**src/rtl/fpu_issue.sv**
```systemverilog
// fpu_issue: FP instruction dispatch in front of the FPU top.
// Each accepted op reserves the result-bus slot that sits its latency in the
// future. The op's destination tag travels in a matching shift pipeline, and
// the FPU result is captured into registered writeback outputs when the slot
// reaches the FPU output.
module fpu_issue #(
   parameter int TAG_W     = 6,
   parameter int LAT_FADD  = 3,
   parameter int LAT_FSUB  = 3,
   parameter int LAT_FMUL  = 3,
   parameter int LAT_FDIV  = 6,
   parameter int LAT_FSQRT = 3,
   parameter int LAT_FTOI  = 1,
   parameter int LAT_ITOF  = 2,
   parameter int LAT_FABS  = 1,
   parameter int MAX_LAT   = 6
) (
   input  logic             sys_clk,
   input  logic             rst,
   input  logic             in_valid,
   output logic             in_ready,
   input  logic [2:0]       in_funct,
   input  logic [TAG_W-1:0] in_rd,
   input  logic [31:0]      in_x1,
   input  logic [31:0]      in_x2,
   output logic [7:0]       fpu_opcode,
   output logic [31:0]      fpu_x1,
   output logic [31:0]      fpu_x2,
   input  logic [31:0]      fpu_y,
   input  logic             fpu_ovf,
   input  logic             fpu_unf,
   input  logic             fpu_out_valid,
   output logic             wb_valid,
   output logic [TAG_W-1:0] wb_rd,
   output logic [31:0]      wb_data,
   output logic             wb_ovf,
   output logic             wb_unf,
   output logic             busy,
   output logic             err
);

   // Wide enough to hold every latency value 0..MAX_LAT.
   localparam int LW    = $clog2(MAX_LAT + 1);
   // Reservation vector padded to a power of two so that indexing it with any
   // value of lat stays in range; slots at or beyond MAX_LAT are never reserved.
   localparam int PAD_W = 1 << LW;

   logic [LW-1:0]                  lat;
   logic                           fire;
   logic [MAX_LAT-1:0]             res_reg;
   logic [MAX_LAT-1:0]             res_next;
   logic [MAX_LAT-1:0][TAG_W-1:0]  tag_reg;
   logic [MAX_LAT-1:0][TAG_W-1:0]  tag_next;
   logic [PAD_W-1:0]               res_pad;

   // Latency of the offered function code.
   always_comb begin
      lat = '0;
      case (in_funct)
         3'd0:    lat = LW'(LAT_FADD);
         3'd1:    lat = LW'(LAT_FSUB);
         3'd2:    lat = LW'(LAT_FMUL);
         3'd3:    lat = LW'(LAT_FDIV);
         3'd4:    lat = LW'(LAT_FSQRT);
         3'd5:    lat = LW'(LAT_FTOI);
         3'd6:    lat = LW'(LAT_ITOF);
         default: lat = LW'(LAT_FABS);
      endcase
   end

   // An op may issue only if its landing slot is free. After the next shift,
   // slot lat-1 is fed from slot lat, so slot lat is the one to check.
   assign res_pad    = PAD_W'(res_reg);
   assign in_ready   = ~rst & ~res_pad[lat];
   assign fire       = in_valid & in_ready;
   assign fpu_opcode = fire ? (8'd1 << in_funct) : 8'd0;
   assign fpu_x1     = in_x1;
   assign fpu_x2     = in_x2;
   assign busy       = |res_reg;

   // Shift the reservation and tag pipelines down one slot per cycle and
   // insert a newly issued op at slot lat-1.
   generate
      for (genvar gi = 0; gi < MAX_LAT; gi++) begin : g_slot
         logic hit;
         assign hit = fire && (lat == LW'(gi + 1));
         if (gi == MAX_LAT - 1) begin : g_top
            assign res_next[gi] = hit;
            assign tag_next[gi] = hit ? in_rd : '0;
         end else begin : g_mid
            assign res_next[gi] = res_reg[gi+1] | hit;
            assign tag_next[gi] = hit ? in_rd : tag_reg[gi+1];
         end
      end
   endgenerate

   // Reservation and tag pipeline registers.
   always_ff @(posedge sys_clk or posedge rst) begin
      if (rst) begin
         res_reg <= '0;
         tag_reg <= '0;
      end else begin
         res_reg <= res_next;
         tag_reg <= tag_next;
      end
   end

   // Registered writeback. Tag and data update only when a reserved result
   // lands, so both hold their previous value while wb_valid is low.
   always_ff @(posedge sys_clk or posedge rst) begin
      if (rst) begin
         wb_valid <= 1'b0;
         wb_rd    <= '0;
         wb_data  <= '0;
         wb_ovf   <= 1'b0;
         wb_unf   <= 1'b0;
      end else begin
         wb_valid <= res_reg[0];
         wb_ovf   <= res_reg[0] & fpu_ovf;
         wb_unf   <= res_reg[0] & fpu_unf;
         if (res_reg[0]) begin
            wb_rd   <= tag_reg[0];
            wb_data <= fpu_y;
         end
      end
   end

   // Sticky flag: the FPU result-valid disagrees with the expected slot.
   always_ff @(posedge sys_clk or posedge rst) begin
      if (rst) begin
         err <= 1'b0;
      end else if (res_reg[0] != fpu_out_valid) begin
         err <= 1'b1;
      end
   end

endmodule

```
**config.mk**
```make
export PLATFORM = sky130hd
export DESIGN_NAME = fpu_issue
export DESIGN_NICKNAME = d
export VERILOG_FILES = /design/src/rtl/fpu_issue.sv
export SDC_FILE = /design/constraint.sdc
export NUM_CORES = 1
export LEC_CHECK = 0
export BUFFER_PORTS_ARGS = -buffer_cell sky130_fd_sc_hd__buf_2
export CORE_ASPECT_RATIO = 1.75
export CORE_MARGIN = 2
export CORE_UTILIZATION = 40
export DETAILED_ROUTE_END_ITERATION = 10
export PLACE_DENSITY = 0.87
export SLEW_MARGIN = 10
export SYNTH_ARGS = -nofsm -noshare
export SYNTH_HDL_FRONTEND = slang
export SYNTH_SLANG_ARGS = --single-unit
```
**constraint.sdc**
```tcl
create_clock -name sys_clk -period 6.08 [get_ports sys_clk]
set_clock_uncertainty 0.05 [all_clocks]
set_input_delay 0.912 -clock sys_clk [delete_from_list [all_inputs] [get_ports sys_clk]]
set_output_delay 0.912 -clock sys_clk [all_outputs]
set_load 0.01 [all_outputs]
```
Word level (Yosys, flattened, before mapping)
Index checks and enable logic that the tools add are counted.
{"block": "totals", "inputBits": 111, "register_bits": 84}
{"block": "op_classes", "shifts": 1, "mux": 10, "order_cmp": 1, "bitwise": 11, "reduce_logical": 9, "eq_ne": 12}
{"cell": "2-to-1 mux 6 bit", "count": 6}
{"cell": "== test 3 bit, second input constant", "count": 5}
{"cell": "== test 3 x 2 -> 1 bit, second input constant", "count": 4}
{"cell": "one-hot mux 3 bit (3 select lines)", "count": 1}
{"cell": "2-to-1 mux 8 bit", "count": 1}
{"cell": "left shift 1 x 3 -> 8 bit, first input constant", "count": 1}
{"cell": "== test 3 x 1 -> 1 bit, second input constant", "count": 2}
{"cell": "logical AND 1 bit", "count": 6}
{"cell": "OR reduction 6 bit", "count": 1}
{"cell": "OR 1 bit", "count": 5}
{"cell": "bitwise AND 1 bit", "count": 4}
{"cell": "less-than comparator 3 x 4 -> 1 bit, second input constant", "count": 1}
{"cell": "OR reduction 4 bit", "count": 1}
{"cell": "binary-select mux 1 bit (select 3 bit)", "count": 1}
{"cell": "zero test 3 bit", "count": 1}
{"cell": "inverter 1 bit", "count": 2}
{"cell": "2-to-1 mux 1 bit", "count": 1}
{"cell": "inequality test 1 bit", "count": 1}

Logic depth before layout (Yosys ltp)
Gate-level depths: netlist of the first run.
{"block": "depth", "ltp_word": 10, "mapped_depth": 5}

Worst setup path before layout of the first run
No wires, ideal clock.
{"block": "synth_path", "path_kind": "input to output", "start": "input rst", "end": "output in_ready", "cell_stages": 2, "arrival_ps": 3049, "setup_slack_ps": 2069, "required_time_ps": 5118, "cell_sequence": "inv_1 o31a_1"}
{"block": "synth_via", "elab_chain_cells": 2}
{"element": "from (decl)", "line_no": "19", "rtl": "input logic rst,"}
{"element": "inverter 1 bit", "line_no": "74", "rtl": "assign in_ready = ~rst & ~res_pad[lat];"}
{"element": "bitwise AND 1 bit", "line_no": "74"}
{"element": "to (decl)", "line_no": "21", "rtl": "output logic in_ready,"}
No other way between the ends.

Worst setup path after layout of the first run
{"block": "layout_path", "start": "input rst", "end": "output fpu_opcode[4]"}
{"block": "layout_via", "elab_chain_cells": 4}
{"element": "inverter 1 bit", "line_no": "74"}
{"element": "bitwise AND 1 bit", "line_no": "74"}
{"element": "bitwise AND 1 bit", "line_no": "75", "rtl": "assign fire = in_valid & in_ready;"}
{"element": "2-to-1 mux 8 bit", "line_no": "76", "rtl": "assign fpu_opcode = fire ? (8'd1 << in_funct) : 8'd0;"}
{"element": "to (decl)", "line_no": "26", "rtl": "output logic [7:0] fpu_opcode,"}
No other way between the ends.

==> flow_summary.json, run 1 <==
{
  "outcome": "completed",
  "drt-total-wl_mm": 6.50,
  "synth_sequential_area_ratio_pct": 58.6,
  "fin_tns_setup_ps": 0,
  "path_max_fanout": 9,
  "postSynth.topFlopCell": "sky130_fd_sc_hd__dfrtp_1",
  "tritoncts": "yes",
  "pin_count_of_the_biggest_net_entering_global_routing": 86,
  "route.antenna.remaining_nets": 0,
  "worstSetupEndpointType": "primary output",
  "fin_hold_viols": 0,
  "criticalPathCategory": "input port to primary output",
  "floorplan.die.width_um": 75.6,
  "drc": 0,
  "layout.nets": 404,
  "crit_path_start_kind": "input port",
  "crit_required_ps": 5120,
  "core-area_um2": 8730,
  "start_util_pct": 41.1,
  "ys_seq_elements": 84,
  "design_power_total_mw": 1.42,
  "buffer_ports.inserted": 98,
  "clock_latency_ps": 330,
  "place_congestion": 0.779,
  "clkSlewWorstSetupHoldPaths_ps": 60,
  "seq_area_um2": 2100,
  "setup_viol": 0,
  "cts_buffers": 9,
  "cts.root.buffer_cell": "sky130_fd_sc_hd__clkbuf_16",
  "final_layout_size_suffix_gt1_share_pct": 59.6,
  "synth-adder-area-share_pct": 0.314,
  "grt.total_usage_pct": 14.0,
  "yosys.cell_types.count": 27,
  "synth_area_leaders": "sky130_fd_sc_hd__dfrtp_1 (59%), sky130_fd_sc_hd__mux2_2 (18%), sky130_fd_sc_hd__buf_4 (14%)",
  "num-fill-cells": 782,
  "timing.fmax_mhz": 301,
  "cap_violations": 0,
  "post-route-period-util_pct": 54.7,
  "timing.max_slew.rel_slack_pct": 30.4,
  "yosys_warnings": 0,
  "power.density_cell_area_nw_per_um2": 358,
  "number_of_instances_in_the_placed_design": 399,
  "synth_mux_area_share_pct": 17.6,
  "std_cell_rows": 45,
  "die-area_um2": 9780,
  "synthArstFlopShare_pct": 100,
  "post-cts-setup-buffer-count": 0,
  "num_antenna_cells": 0,
  "synth_cells": 270,
  "largest_register_ff_count": 36,
  "synthSimpleGateAreaFrac_pct": 5.61,
  "worstMarginPinSlew_ps": 1040,
  "floorplan.die.height_um": 129,
  "power.leakage_nw": 2.00,
  "synth_largest_type_area_fraction_pct": 58.6,
  "multi_input_gate_area_in_the_final_layout_um2": 906,
  "synthesis.nets": 381,
  "maxSlewViolCount": 0,
  "drt_pass1_iterations": 4,
  "cp.arrival_ps": 2360,
  "cts.sinks": 84,
  "combinational_family_with_the_most_area_after_synthesis": "multiplexers",
  "cts_hold_buf": 0,
  "postSynthAreaPerCell_um2": 13.3,
  "synth_top_area_cell": "sky130_fd_sc_hd__dfrtp_1",
  "clock_tree.htree_level_count": 3,
  "number_of_vias_per_cell": 4.76,
  "layout-area-overhead-vs-synth_pct": 10.6,
  "cts.repair.resized": 0,
  "peakVddDrop_uv": 145,
  "dp.final_hpwl_mm": 4.78,
  "layout_min_cycle_time_ps": 3320,
  "antenna_found_initial": 0,
  "synth.cell_area_um2": 3590,
  "timing.hold.worst.class": "flop to flop",
  "grt_pass1_vias": 2063,
  "overflow": 0,
  "grt_setup_unrepaired": "false",
  "initialDrtViolationCount": 53,
  "layoutNonFillerInstCount": 414,
  "fin_hold_ws_ps": 301,
  "top_level_ports": 227,
  "yosysMostFrequentCell": "sky130_fd_sc_hd__dfrtp_1",
  "post_synth_most_frequent_cells": "sky130_fd_sc_hd__dfrtp_1 (84), sky130_fd_sc_hd__buf_4 (65), sky130_fd_sc_hd__mux2_2 (56)",
  "first_pass_grt_wire_length_mm": 9.80,
  "number_of_enable_flip_flop_cells_after_synthesis": 0,
  "via_count": 1970,
  "synth-compound-area-share_pct": 1.50,
  "cts-root-to-sink-buffers": 2,
  "route.detailed.wl_per_inst_um": 15.7,
  "yosys.area_share.xor_xnor_pct": 0.244
}
[metal layers]
layer | part of all wire (%) | vias to the layer above | global-route usage (%)
met1 | 31 | 966 | 12.3
li1 | - | 862 | -
met2 | 53 | 82 | 23.1
met5 | 0 | - | 0
met4 | 9.2 | 0 | 13.9
met3 | 6.6 | 60 | 4.51
[cell families after synthesis]
family          Yosys count
xor+xnor                  1
simple gates             34
fa+ha+maj                 1
flops                    84
compound gates            5
mux                      56
buf+inv                  89
[critical path, cell delays in order]
cell                       delay, ps
sky130_fd_sc_hd__buf_2           120
sky130_fd_sc_hd__nand2b_1        310
sky130_fd_sc_hd__or4b_2          660
sky130_fd_sc_hd__a31oi_1         190
sky130_fd_sc_hd__buf_2           170
[cell type report]
type / instances / share of cell area (%)
Clock inverter: 5 / 1.95
Sequential cell: 84 / 53.0
Clock buffer: 10 / 5.77
Timing Repair Buffer: 99 / 12.5
Multi-Input combinational cell: 97 / 22.8
Inverter: 2 / 0.221
Tap cell: 117 / 3.69
[where the power goes]
part	internal [mW]	switching, mW
clock network	0.355	0.197
registers	0.625	0.0389
logic	0.108	0.0950
total	1.09	0.331
[path summary, 6_finish.rpt]
check | slack [ps] | to | cells past startpoint | from
worst min register to register | 300 | tag_reg[29] | 0 | tag_reg[35]
worst max-delay path | 2760 | fpu_opcode[4] | 5 | rst
min in group asynchronous | 880 | wb_ovf | 3 | rst
worst max register to register | 4240 | tag_reg[13] | 3 | res_reg[2]
worst min-delay path | 300 | tag_reg[29] | 0 | tag_reg[35]
max in group asynchronous | 4390 | res_reg[0] | 3 | rst
[through the flow]
step / utilization, % / instance area [um^2] / setup WS, ps
floorplan: - / 3590 / 2070
global placement: 42.0 / 3660 / 2860
detailed placement: 42.0 / 3660 / 2790
CTS: 45.5 / 3970 / 2780
global route: 45.5 / 3970 / 2680
finish: 45.5 / 3970 / 2760
[cell usage in the layout (no fill, tap or decap), types with 3 or more instances in the layout]
cell	instances
sky130_fd_sc_hd__buf_2	98
sky130_fd_sc_hd__dfrtp_1	83
sky130_fd_sc_hd__mux2_2	56
sky130_fd_sc_hd__clkbuf_16	9
sky130_fd_sc_hd__and2_1	8
sky130_fd_sc_hd__nor3_1	5
sky130_fd_sc_hd__nand2_1	4
sky130_fd_sc_hd__nand2b_1	4
sky130_fd_sc_hd__clkinv_2	3
sky130_fd_sc_hd__nor2_1	3
(Power assumes the default switching activity.)
==> run 2: changes to the inputs <==
==> constraint.sdc (replaced) <==
create_clock -name sys_clk -period 3.2 [get_ports sys_clk]
set_clock_uncertainty 0.05 [all_clocks]
set_input_delay 0.48 -clock sys_clk [delete_from_list [all_inputs] [get_ports sys_clk]]
set_output_delay 0.48 -clock sys_clk [all_outputs]
set_load 0.01 [all_outputs]
==> run 2 against run 1 <==
Against the previous run:
- combinational power is 99% higher
- clock power up 90%
- global-route usage down 0.31 points
- power up 90%
- non-clock buffer count rose by 2
- flip-flop and latch count did not move
- setup slack lost 2000 ps
- via count down 2.4%
- first-iteration DRC count increased by 5.7%
==> flow_summary.json, run 2 (same netlist as run 1, synthesis figures left out) <==
{
  "placement.setup.worst_slack_ps": 737,
  "crit_path_start_kind": "input port",
  "clock_tree.htree_level_count": 3,
  "die-area_um2": 9780,
  "drc": 0,
  "design_power_total_mw": 2.69,
  "num-fill-cells": 760,
  "first_pass_grt_wire_length_mm": 9.67,
  "cts.root.buffer_cell": "sky130_fd_sc_hd__clkbuf_16",
  "post-route-worst-setup-slack_ps": 712,
  "clkSlewWorstSetupHoldPaths_ps": 50,
  "power.density_cell_area_nw_per_um2": 676,
  "layout.nets": 406,
  "layoutNonFillerInstCount": 415,
  "num_antenna_cells": 0,
  "core-area_um2": 8730,
  "timing.max_slew.rel_slack_pct": 49.4,
  "cts-root-to-sink-buffers": 2,
  "drt-total-wl_mm": 6.31,
  "grt_pass1_vias": 2018,
  "std_cell_rows": 45,
  "dp.final_hpwl_mm": 4.59,
  "worstMarginPinSlew_ps": 758,
  "post-cts-setup-buffer-count": 0,
  "timing.fmax_mhz": 402,
  "criticalPathCategory": "input port to primary output",
  "peakVddDrop_uv": 298,
  "timing.hold.worst.class": "input port to async pin",
  "groute.layer.met2.usage_pct": 21.3,
  "cts.sinks": 84,
  "internal-power_mw": 2.07,
  "globalRouteMet3Util_pct": 4.82,
  "worstSetupEndpointType": "primary output",
  "seq_power_share_pct": 46.1,
  "fin_hold_ws_ps": 94.3,
  "use_met1_pct": 12.9,
  "place_congestion": 0.721,
  "combinationalPowerShare_pct": 15.0,
  "final_cell_mix": "sky130_fd_sc_hd__buf_2 (98), sky130_fd_sc_hd__dfrtp_1 (83), sky130_fd_sc_hd__mux2_2 (56), sky130_fd_sc_hd__clkbuf_16 (9), sky130_fd_sc_hd__and2_1 (8)",
  "number_of_instances_in_the_placed_design": 401,
  "overflow": 0,
  "route.detailed.wl_per_inst_um": 15.2,
  "clock_latency_ps": 330,
  "p_sw_share_pct": 23.2,
  "cp.arrival_ps": 1960,
  "setup_viol": 0,
  "power.leakage_nw": 2.01,
  "crit_required_ps": 2670,
  "gr-max-usage-layer": "met2",
  "cap_violations": 0,
  "number_of_vias_per_cell": 4.63,
  "largest_register_ff_count": 36,
  "maxSlewViolCount": 0,
  "floorplan.die.height_um": 129,
  "pin_count_of_the_biggest_net_entering_global_routing": 63,
  "cts_hold_buf": 0,
  "antenna_found_initial": 0,
  "via_count": 1923,
  "grt_setup_unrepaired": "false",
  "buffer_ports.inserted": 98,
  "outcome": "completed",
  "layout_min_cycle_time_ps": 2490,
  "path_max_fanout": 9,
  "initialDrtViolationCount": 56,
  "cts_buffers": 9,
  "tritoncts": "yes",
  "power.share.clock_pct": 38.9,
  "start_util_pct": 41.1,
  "drt_pass1_iterations": 4,
  "fin_tns_setup_ps": 0,
  "layout_commonest_cell": "sky130_fd_sc_hd__buf_2",
  "final_layout_size_suffix_gt1_share_pct": 60.1,
  "route.antenna.remaining_nets": 0,
  "grt.total_usage_pct": 13.6,
  "layout-area-overhead-vs-synth_pct": 10.9,
  "floorplan.die.width_um": 75.6,
  "post-route-period-util_pct": 77.8,
  "p_switching_uw": 625,
  "fin_hold_viols": 0,
  "cts.repair.resized": 0,
  "top_level_ports": 227
}
[run 2: changes by cell type in the layout (fill, tap and decap cells not counted), sizes merged]
| cell | change |
|---|---|
| buf | +2 |
| clkinv | +1 |
| clkbuf | -1 |
| clkinvlp | -1 |
[run 2: layer usage]
metal,up-vias,part of all wire [%]
met5,-,0
li1,865,-
met2,75,50
met1,928,34
met4,0,9.2
met3,55,6.9
[run 2: worst paths after layout]
| path | start | endpoint | slack [ps] | cells after the start |
|---|---|---|---|---|
| hold / removal | rst | wb_data[10] | 90 | 2 |
| max in group asynchronous | rst | res_reg[0] | 1920 | 3 |
| setup / recovery | rst | fpu_opcode[4] | 710 | 5 |
| setup reg to reg | res_reg[1] | tag_reg[16] | 1410 | 3 |
| min in group sys_clk | tag_reg[28] | tag_reg[22] | 300 | 0 |
| hold reg to reg | tag_reg[28] | tag_reg[22] | 300 | 0 |
[run 2: final cells by class]
type                       count  area (um^2)  area share, %
sequential                    84         2100           52.8
multi-input combinational     97          906           22.8
timing repair buffer         101          513           12.9
clock buffer                   9          225           5.66
tap                          117          146           3.68
clock inverter                 5         78.8           1.98
inverter                       2         8.76          0.220
[run 2: per-stage QoR]
step                util, %  area, um^2
floorplan                 -        3590
global placement       42.1        3680
detailed placement     42.1        3680
CTS                    45.6        3980
global route           45.6        3980
finish                 45.6        3980
[run 2: critical path: stages]
cell and delay, ps:
sky130_fd_sc_hd__buf_2 120, sky130_fd_sc_hd__nand2b_1 300, sky130_fd_sc_hd__or4b_2 680, sky130_fd_sc_hd__a31oi_1 210, sky130_fd_sc_hd__buf_2 170
[run 2: power groups by stage]
stage          Clock (mW)  Sequential [mW]  Combinational (mW)
6_report             1.05             1.24               0.404
5_1_grt              1.12             1.26               0.443
4_1_cts              1.09             1.24               0.413
3_5_place_dp            0             1.26               0.412
3_3_place_gp            0             1.25               0.398
2_1_floorplan           0             1.31               0.258
==> run 3: changes to the inputs <==
--- a/config.mk
+++ b/config.mk
@@ -5,6 +5,7 @@
 export SDC_FILE = /design/constraint.sdc
 export NUM_CORES = 1
 export LEC_CHECK = 0
+export ABC_AREA = 1
 export BUFFER_PORTS_ARGS = -buffer_cell sky130_fd_sc_hd__buf_2
 export CORE_ASPECT_RATIO = 1.75
 export CORE_MARGIN = 2
==> constraint.sdc (replaced) <==
create_clock -name sys_clk -period 2.59 [get_ports sys_clk]
set_clock_uncertainty 0.05 [all_clocks]
set_input_delay 0.3885 -clock sys_clk [delete_from_list [all_inputs] [get_ports sys_clk]]
set_output_delay 0.3885 -clock sys_clk [all_outputs]
set_load 0.01 [all_outputs]
==> run 3 against run 2 <==
Against the previous run:
- synthesized cell count up 50%
- routed wire length up 53%
- combinational power up 32%
- cell area up 2.5%
- clock-buffer cell count up 2
- first-iteration DRC count up 140%
- utilization down 0.16 points
- hold slack better by 63 ps
==> flow_summary.json, run 3 <==
{
  "grt.total_usage_pct": 19.6,
  "overflow": 0,
  "cts_hold_buf": 0,
  "layout_commonest_cell": "sky130_fd_sc_hd__nand2_1",
  "synth_largest_type_area_fraction_pct": 57.3,
  "first_pass_grt_wire_length_mm": 14.7,
  "floorplan.die.width_um": 76.4,
  "worstSetupEndpointType": "primary output",
  "placement.setup.worst_slack_ps": 447,
  "initialDrtViolationCount": 137,
  "layout.nets": 542,
  "rr_worst_depth": 6,
  "cts.repair.resized": 0,
  "crit_path_start_kind": "input port",
  "std_cell_rows": 46,
  "clkSlewWorstSetupHoldPaths_ps": 70,
  "cp.arrival_ps": 1690,
  "cts.root.buffer_cell": "sky130_fd_sc_hd__clkbuf_16",
  "via_count": 2634,
  "floorplan.die.height_um": 131,
  "outcome": "completed",
  "number_of_vias_per_cell": 4.74,
  "pin_count_of_the_biggest_net_entering_global_routing": 58,
  "drc": 0,
  "cts-root-to-sink-buffers": 2,
  "timing.fmax_mhz": 471,
  "num-fill-cells": 865,
  "maxSlewViolCount": 0,
  "synth_sequential_area_ratio_pct": 57.3,
  "grt_setup_unrepaired": "false",
  "synth_area_leaders": "sky130_fd_sc_hd__dfrtp_1 (57%), sky130_fd_sc_hd__nand2_1 (17%), sky130_fd_sc_hd__buf_4 (13%)",
  "num_antenna_cells": 0,
  "clock_latency_ps": 340,
  "grt_pass1_vias": 2732,
  "yosys_warnings": 0,
  "post-route-period-util_pct": 82.0,
  "final_cell_mix": "sky130_fd_sc_hd__nand2_1 (162), sky130_fd_sc_hd__buf_2 (98), sky130_fd_sc_hd__dfrtp_1 (84), sky130_fd_sc_hd__nand4_1 (20), sky130_fd_sc_hd__inv_1 (18)",
  "ys_seq_elements": 84,
  "top_level_ports": 227,
  "worstMarginPinSlew_ps": 702,
  "synthArstFlopShare_pct": 100,
  "peakVddDrop_uv": 559,
  "largest_register_ff_count": 36,
  "power.leakage_nw": 2.40,
  "final_layout_size_suffix_gt1_share_pct": 30.3,
  "cap_violations": 0,
  "layout_min_cycle_time_ps": 2130,
  "synth.cell_area_um2": 3670,
  "setup_viol": 0,
  "post_synth_most_frequent_cells": "sky130_fd_sc_hd__nand2_1 (162), sky130_fd_sc_hd__dfrtp_1 (84), sky130_fd_sc_hd__buf_4 (65)",
  "drt_pass1_iterations": 4,
  "post-route-worst-setup-slack_ps": 465,
  "criticalPathCategory": "input port to primary output",
  "synth_top_area_cell": "sky130_fd_sc_hd__dfrtp_1",
  "power.density_cell_area_nw_per_um2": 829,
  "synth_cells": 405,
  "postSynthAreaPerCell_um2": 9.05,
  "tritoncts": "yes",
  "antenna_found_initial": 0,
  "timing.hold.worst.class": "input port to async pin",
  "number_of_instances_in_the_placed_design": 540,
  "cts.sinks": 84,
  "postSynth.topFlopCell": "sky130_fd_sc_hd__dfrtp_1",
  "core-area_um2": 8980,
  "design_power_total_mw": 3.39,
  "path_max_fanout": 8,
  "place_congestion": 0.840,
  "drt-total-wl_mm": 9.65,
  "layoutNonFillerInstCount": 556,
  "start_util_pct": 40.8,
  "dp.final_hpwl_mm": 7.33,
  "clock_tree.htree_level_count": 3,
  "synthesis.nets": 516,
  "crit_required_ps": 2150,
  "route.antenna.remaining_nets": 0,
  "post-cts-setup-buffer-count": 0,
  "yosysMostFrequentCell": "sky130_fd_sc_hd__nand2_1",
  "buffer_ports.inserted": 98,
  "number_of_enable_flip_flop_cells_after_synthesis": 0,
  "layout-area-overhead-vs-synth_pct": 11.3,
  "timing.max_slew.rel_slack_pct": 53.2,
  "die-area_um2": 9980,
  "fin_hold_viols": 0,
  "yosys.cell_types.count": 19,
  "route.detailed.wl_per_inst_um": 17.4,
  "cts_buffers": 9
}
[run 3: changes by cell type in the layout (fill, tap and decap cells not counted), moves of 8 or more]
cell                      before  now
sky130_fd_sc_hd__nand2_1       4  162
sky130_fd_sc_hd__mux2_2       56    0
sky130_fd_sc_hd__nand4_1       0   20
sky130_fd_sc_hd__inv_1         1   18
sky130_fd_sc_hd__and2_1        8    0
sky130_fd_sc_hd__nor2_1        3   11
[run 3: report_power, final]
| part | internal (mW) | switching (mW) | leakage (nW) |
|---|---|---|---|
| sequential | 1.47 | 0.0939 | 1.10 |
| combinational | 0.200 | 0.332 | 1.14 |
| clock | 0.777 | 0.514 | 0.150 |
| total | 2.44 | 0.941 | 2.40 |
[run 3: layer usage]
layer	part of all wire, %	global-route usage [%]
met1	32	19.2
met2	51	32.9
met3	13	10.2
met4	4.4	12.0
met5	0	0
[run 3: final cells by class]
cell class                 instances  area [um^2]  share of cell area [%]
tap                              120          150                    3.68
inverter                          21         82.6                    2.02
clock inverter                     5         61.3                    1.50
clock buffer                      11          243                    5.95
sequential                        84         2100                    51.5
multi-input combinational        209          892                    21.9
timing repair buffer             106          551                    13.5
[run 3: worst max-delay path: stages]
cell                      delay, ps
sky130_fd_sc_hd__buf_2          130
sky130_fd_sc_hd__o21ai_1        170
sky130_fd_sc_hd__nand2_1         90
sky130_fd_sc_hd__nand2_1         60
sky130_fd_sc_hd__nand3_1        110
sky130_fd_sc_hd__nand2_1        140
sky130_fd_sc_hd__nand4_1        340
sky130_fd_sc_hd__inv_2          130
sky130_fd_sc_hd__buf_2          140
[run 3: cells by family after synthesis]
logic type      Yosys count  synth area share [%]
flops                    84                  57.3
simple gates            204                  23.4
compound gates            5                 0.887
buf+inv                 112                  18.3
[run 3: final timing paths]
path	end	start	slack [ps]
min in group sys_clk	wb_ovf	fpu_ovf	180
hold / removal	wb_data[10]	rst	160
setup / recovery	fpu_opcode[6]	in_funct[1]	460
setup reg to reg	tag_reg[9]	res_reg[3]	1100
max in group asynchronous	tag_reg[14]	rst	1730
hold reg to reg	tag_reg[29]	tag_reg[35]	300
[run 3: per-stage QoR]
stage / hold WS (ps) / TNS (ps) / utilization [%] / instance area, um^2
after detailed placement: 287 / 0 / 42.1 / 3780
after floorplan: 302 / -338 / - / 3670
after global routing: 187 / 0 / 45.5 / 4080
final: 157 / 0 / 45.5 / 4080
after CTS: 156 / 0 / 45.5 / 4080
after global placement: 284 / 0 / 42.1 / 3780
